[src/rtl/seq_run_ctrl.sv]
// seq_run_ctrl: serializes a latched NBITS word and flags runs of consecutive ones.
// Ports: clk_2/reset_n (clock, async active-low reset); start, word_in, run_len,
// msb_first (transaction request and its parameters, captured when start is accepted);
// busy, done, bit_valid, bit_out (transaction status and serial bit stream);
// match, match_count (run-length detection per bit and saturating per-transaction total).
module seq_run_ctrl #(
  parameter int NBITS = 8,
  parameter int NCNT  = 4
) (
  input  logic             clk_2,
  input  logic             reset_n,
  input  logic             start,
  input  logic [NBITS-1:0] word_in,
  input  logic [2:0]       run_len,
  input  logic             msb_first,
  output logic             busy,
  output logic             done,
  output logic             bit_valid,
  output logic             bit_out,
  output logic             match,
  output logic [NCNT-1:0]  match_count
);
  localparam int IW = $clog2(NBITS + 1);
  typedef enum logic [1:0] {IDLE, LOAD, SHIFT, DONE} state_e;
  state_e state_q, state_d;
  logic [NBITS-1:0] word_q, word_d;
  logic [2:0] len_q, len_d, run_q, run_d, eff_len;
  logic msb_q, msb_d;
  logic [IW-1:0] idx_q, idx_d;
  logic [NCNT-1:0] cnt_q, cnt_d;
  logic accept, cur_bit, last_bit;
  always_ff @(posedge clk_2 or negedge reset_n) begin
    if (!reset_n) begin
      state_q <= IDLE;
      word_q  <= '0;
      len_q   <= '0;
      msb_q   <= 1'b0;
      run_q   <= '0;
      idx_q   <= '0;
      cnt_q   <= '0;
    end else begin
      state_q <= state_d;
      word_q  <= word_d;
      len_q   <= len_d;
      msb_q   <= msb_d;
      run_q   <= run_d;
      idx_q   <= idx_d;
      cnt_q   <= cnt_d;
    end
  end
  assign accept   = (state_q == IDLE) && start;
  assign last_bit = idx_q == IW'(NBITS - 1);
  // The word register shifts toward the exit end, so the current bit is always at one end.
  assign cur_bit  = msb_q ? word_q[NBITS-1] : word_q[0];
  assign eff_len  = (len_q == 3'd0) ? 3'd1 : len_q;
  always_comb begin
    state_d = state_q;
    unique case (state_q)
      IDLE:  state_d = start ? LOAD : IDLE;
      LOAD:  state_d = SHIFT;
      SHIFT: state_d = last_bit ? DONE : SHIFT;
      DONE:  state_d = IDLE;
    endcase
  end
  // Parameters are captured at the accepting edge so LOAD-cycle input changes cannot leak in.
  always_comb begin
    word_d = accept ? word_in : (state_q == SHIFT) ? (msb_q ? word_q << 1 : word_q >> 1) : word_q;
    len_d  = accept ? run_len : len_q;
    msb_d  = accept ? msb_first : msb_q;
    idx_d  = accept ? '0 : (state_q == SHIFT) ? idx_q + 1'b1 : idx_q;
    run_d  = accept ? '0 : (state_q != SHIFT) ? run_q : !cur_bit ? 3'd0 : (run_q == 3'd7) ? run_q : run_q + 3'd1;
    cnt_d  = accept ? '0 : (match && cnt_q != '1) ? cnt_q + 1'b1 : cnt_q;
  end
  always_comb begin
    busy        = state_q != IDLE;
    done        = state_q == DONE;
    bit_valid   = state_q == SHIFT;
    bit_out     = bit_valid && cur_bit;
    match       = bit_out && (({1'b0, run_q} + 4'd1) >= {1'b0, eff_len});
    match_count = cnt_q;
  end
endmodule

[config.mk]
export PLATFORM = sky130hd
export DESIGN_NAME = seq_run_ctrl
export DESIGN_NICKNAME = d
export VERILOG_FILES = /design/src/rtl/seq_run_ctrl.sv
export SDC_FILE = /design/constraint.sdc
export NUM_CORES = 1
export LEC_CHECK = 0
export BUFFER_PORTS_ARGS = -buffer_cell sky130_fd_sc_hd__clkbuf_2
export CAP_MARGIN = 5
export CORE_MARGIN = 1.5
export CORE_UTILIZATION = 59
export DETAILED_ROUTE_END_ITERATION = 8
export PLACE_DENSITY = 0.83
export SYNTH_ARGS = -nofsm -noshare
export SYNTH_HDL_FRONTEND = slang
export SYNTH_SLANG_ARGS = --single-unit
[constraint.sdc]
create_clock -name clk_2 -period 5.6 [get_ports clk_2]
set_input_delay 0.28 -clock clk_2 [delete_from_list [all_inputs] [get_ports clk_2]]
set_output_delay 0.28 -clock clk_2 [all_outputs]
set_load 0.005 [all_outputs]
# --- Word-level counts from Yosys, hierarchy flattened ---
# Cells that the tools add are included.
totals:
  n_memories: 0
  latchBits: 0
  mem_bits_ro: 0
  regBits: 25
  out_inout_bits: 9
  wordCells: 47
  ramBits: 0
op_classes:
  shifts: 0
  order_cmp: 1
  bitwise: 0
  addsub: 4
  muxes: 16
  n_div: 0
  reduce_logical: 10
  mul: 0
  eq_ne: 9
op_table:
  columns: ["cell", "count"]
  rows:
  - ["$mux W8", 3]
  - ["$mux W4", 4]
  - ["$mux W3", 5]
  - ["$add A4 B1 Y4 const B", 2]
  - ["$pmux W2 S4", 1]
  - ["$reduce_bool A2 Y1", 3]
  - ["$add A3 B1 Y4 const B", 1]
  - ["$eq A2 B2 Y1 const B", 2]
  - ["$eq A4 B3 Y1 const B", 1]
  - ["$ge A4 B3 Y1", 1]
  - ["$logic_and A1 B1 Y1", 4]
  - ["$ne A2 B2 Y1 const B", 2]
  - ["$ne A4 B4 Y1 const B", 1]
  - ["$add A3 B1 Y3 const B", 1]
  - ["$eq A3 B3 Y1 const B", 1]
  - ["$logic_not A3 Y1", 1]
  - ["$mux W1", 3]
  - ["$ne A3 B3 Y1 const B", 1]
  - ["$eq A2 B1 Y1 const B", 1]
  - ["$logic_not A2 Y1", 1]
  - ["$reduce_and A2 Y1", 1]

# --- Logic depth before layout (Yosys ltp) ---
depth:
  ltp_word: 7
  depth_mapped: 8
  depth_no_buf: 7

# --- Worst setup path before layout ---
# OpenSTA, ideal clock, no wires.
synth_path:
  path_kind: "register to register"
  from: "register run_q[0]"
  to: "register cnt_q[0], in the netlist match_count[0]"
  arrival_time_ps: 2029
  setup_slack_ps: 3493
  setup_time_ps: 78
  path_stages_with_launch: 8
  synth_period_minus_slack_ps: 2107
  path_cell_list: "dfrtp_1 ha_1 ha_1 ha_1 o21ai_0 o21a_1 or4_1 a21oi_1"
synth_via:
  elab_chain_len: 5
synth_lines:
  columns: ["element", "line_no", "rtl"]
  rows:
  - ["from (decl)", "27", "logic [2:0] len_q, len_d, run_q, run_d, eff_len;"]
  - ["from (signal assigned)", "46", "run_q <= run_d;"]
  - ["$add A3 B1 Y4", "79", "match = bit_out && (({1'b0, run_q} + 4'd1) >= {1'b0, eff_len});"]
  - ["$ge A4 B3 Y1", "79", null]
  - ["$logic_and A1 B1 Y1", "79", null]
  - ["$logic_and A1 B1 Y1", "72", "cnt_d = accept ? '0 : (match && cnt_q != '1) ? cnt_q + 1'b1 : cnt_q;"]
  - ["$reduce_bool A2 Y1 (no source line)", null, null]
  - ["to (signal assigned)", "48", "cnt_q <= cnt_d;"]
  - ["to (decl)", "30", "logic [NCNT-1:0] cnt_q, cnt_d;"]
# No other way between the ends.
# A chain may end at the register's enable or synchronous reset.

# --- Final worst setup path ---
layout_path:
  from: "register run_q[0]"
  to: "output match"
layout_via:
  elab_chain_len: 3
layout_lines:
  columns: ["element", "line_no", "rtl"]
  rows:
  - ["$add A3 B1 Y4", "79", null]
  - ["$ge A4 B3 Y1", "79", null]
  - ["$logic_and A1 B1 Y1", "79", null]
  - ["to (decl)", "20", "output logic match,"]
# No other way between the ends.

==> summary.md <==
| Metric | Value |
|---|---|
| Worst setup EP type | output pin |
| CTS tree | built |
| Async SR Flop Fraction | 100.0% |
| Worst Path Buf+Inv | 1 |
| Outcome | complete, no violations |
| Max Freq | 412.7 MHz |
| CP arrival | 2140 ps |
| Post-layout total power | 722.4 uW |
| Area Overhead vs Synth | 10.24% |
| Worst-Margin Slew | 879.8 ps |
| Setup violators final | 0 |
| Non-filler cells, final | 196 |
| CTS max path bufs | 2 |
| Compound-Gate Fraction of Synth Area | 13.42% |
| Critical Path Start Type | register |
| Synth cell types | 30 |
| Post-synth EDFFs | 0 |
| Clk_lat worst skew | 310 ps |
| RSZ-0062 raised after global routing | no |
| Worst Skew | 3.455 ps |
| Area leader, netlist | dfrtp_1 |
| Final Hold Viols | 0 |
| Clk slew on worst S/H paths | 130 ps |
| CTS root buf | clkbuf_4 |
| Gate Count Post-Synth | 147 |
| Via count | 1092 |
| Initial antenna violation count | 0 |
| Peak VDD IR | 0.0002904 V |
| Synth top area share | 45.33% |
| P_leak | 0.0007510 uW |
| Worst path slowest cell | dfrtp_1 |
| Worst path most repeated cell | ha_1 |
| GRT Util Overall | 23.51% |
| 1st-iter DRT viols | 35 |
| Crit-path leading delay family | adder cells |
| Worst min path class | in2reg |
| Max-slew headroom | 41.35% |
| Drt drc | 0 |
| Synth top area cells | dfrtp_1, ha_1, mux2i_1 |
| Post-CTS setup buffers | 0 |
| Avg WL per Cell | 13.51 um |
| DRT Pass-1 Iters | 4 |
| Synth Flop Type | dfrtp_1 |
| Main combinational cell family by area after synthesis | simple AND/OR/NAND/NOR gates |
| Largest net degree at the start of global routing | 30 |
| Post-Synth Adder-Cell Area | 9.973% |
| Largest stage delay on the critical path | 450 ps |
| Crit Path Max Fanout | 8 |
| Mapped Nets | 173 |
| ANT nets after route | 0 |
| Cell Pwr Density | 474.8 nW/um^2 |
| Vias in the first global route | 1120 |
| Mapped Area | 1380 um^2 |
| Setup TNS | 0 ps |
| FP Rows | 17 |
| # placed instances | 191 |
| CTS buffer count | 3 |
| Sequential share of the synthesized area | 45.33% |
| Die W | 51.37 um |
| Final #Nets | 195 |
| WP data required | 5320 ps |
| Synthesis-stage register bit count | 25 |
| H-tree levels | 1 |
| Cts repair resizes | 0 |
| Die H | 51.37 um |
| Mux share of post-synthesis cell area | 7.253% |
| Simple-gate portion of the synthesized area | 16.41% |
| Port Buffers | 23 |
| Vias per cell | 5.571 |
| Commonest cells in the netlist | dfrtp_1, nand2_1, nor2_1 |
| Max Cap Viol | 0 |
| Final Max Tran Viols | 0 |
| Gpl congestion | 0.7283 |
| First-pass GRT wire length | 4609 um |
| Kind of critical path | reg2out |
| XOR/XNOR share of the synthesized area | 1.904% |
| Grt ovf | 0 |
| Layout cells sized above 1 | 16.07% |
| Initial Utilization | 62.39% |
| Clock sinks | 25 |
| YS warnings | 0 |
| Ant. Diodes | 0 |
| Final Critical Period | 2423 ps |
| Full die area | 2638 um^2 |
| Hpwl dp | 1960 um |
| Core Region | 2212 um^2 |
| Syn Area/Cell | 9.388 um^2 |
| Ports | 24 |
| Most common cell in the netlist | dfrtp_1 |
| Crit-path cells | ha_1 > ha_1 > ha_1 > o21ai_0 > o21a_1 > nor2_1 > clkbuf_2 |
| Tcrit/Tclk final | 43.27% |
| DRT Wirelength | 2648 um |
==> routing by layer <==
layer	part of all wire, %	GRT usage, %	up-vias
li1	-	-	545
met2	50	39.10	29
met3	4.0	3.509	6
met4	1.5	12.28	0
met1	44	29.48	512
met5	0	0	-
==> worst min-delay path, cell delays in order <==
cell	delay (ps)
clkbuf_2	80
nand2_1	40
nand2_1	40
==> repair_timing <==
action                                  CTS  global route
endpoints found under the hold margin    25             0
hold buffers                              1             0
endpoints found under the setup margin    0             0
==> cells in the final DEF (no fill, tap or decap), drive strengths merged <==
cell          n
clkbuf       27
dfrtp        25
nand2        22
nor2         16
o21ai        13
ha           11
mux2i        10
inv           9
a21oi         9
nor3b         2
a31oi         2
o31ai         2
or4           2
a22oi         2
nand4         2
xor2          2
nand4b        1
nand2b        1
o21bai        1
o21a          1
o311ai        1
o41ai         1
and2          1
nand3b        1
nor3          1
and3          1
xnor2         1
dlygate4sd3   1
==> stage by stage <==
stage / hold WS, ps / area (um^2) / worst slack [ps] / util (%)
5_1_grt: 145.2 / 1521 / 3085 / 68.78
6_report: 149.3 / 1521 / 3177 / 68.78
4_1_cts: 144.1 / 1521 / 3170 / 68.78
3_3_place_gp: 314.1 / 1485 / 3424 / 67.14
3_5_place_dp: 320.9 / 1485 / 3295 / 67.14
2_1_floorplan: -15.59 / 1380 / 3493 / -
==> worst paths after layout <==
kind / from / end / slack, ps / cells past startpoint
worst max register to register: run_q[0]$_DFFE_PN0P_ / match_count[0]$_DFFE_PN0P_ / 3260 / 7
worst min-delay path: msb_first / msb_q$_DFFE_PN0P_ / 150 / 3
worst max-delay path: run_q[0]$_DFFE_PN0P_ / match / 3180 / 7
min in group asynchronous: reset_n / msb_q$_DFFE_PN0P_ / 500 / 2
worst min register to register: len_q[0]$_DFFE_PN0P_ / len_q[0]$_DFFE_PN0P_ / 500 / 2
max in group asynchronous: reset_n / len_q[1]$_DFFE_PN0P_ / 4710 / 2
==> registers in the layout, indices dropped and copies added, names as in the netlist <==
| signal | cells |
|---|---|
| msb_q | 1 |
| len_q | 3 |
| state_q | 2 |
| run_q | 3 |
| idx_q | 4 |
| match_count | 4 |
| word_q | 8 |
==> layout make-up <==
class                      count  area [um^2]
multi-input combinational    106        675.6
sequential                    25        625.6
clock buffer                   4        26.28
tap                           28        35.03
timing repair buffer          24        125.1
fill                         192        690.7
inverter                       9        33.78
==> where the power goes <==
part | switching, uW | internal (uW) | leakage (uW)
clock network | 50.0 | 27.8 | 0.0000150
registers | 64.2 | 247 | 0.000324
logic | 194 | 139 | 0.000412
==> cell families after synthesis <==
group                    count (synthesis)
AND/OR/NAND/NOR                         50
multiplexers                            10
adder cells (fa/ha/maj)                 11
buffers and inverters                   16
XOR/XNOR                                 3
AO/OA/AOI/OAI                           32
flip-flops                              25
Note: power is estimated with default switching activity, not from simulation.
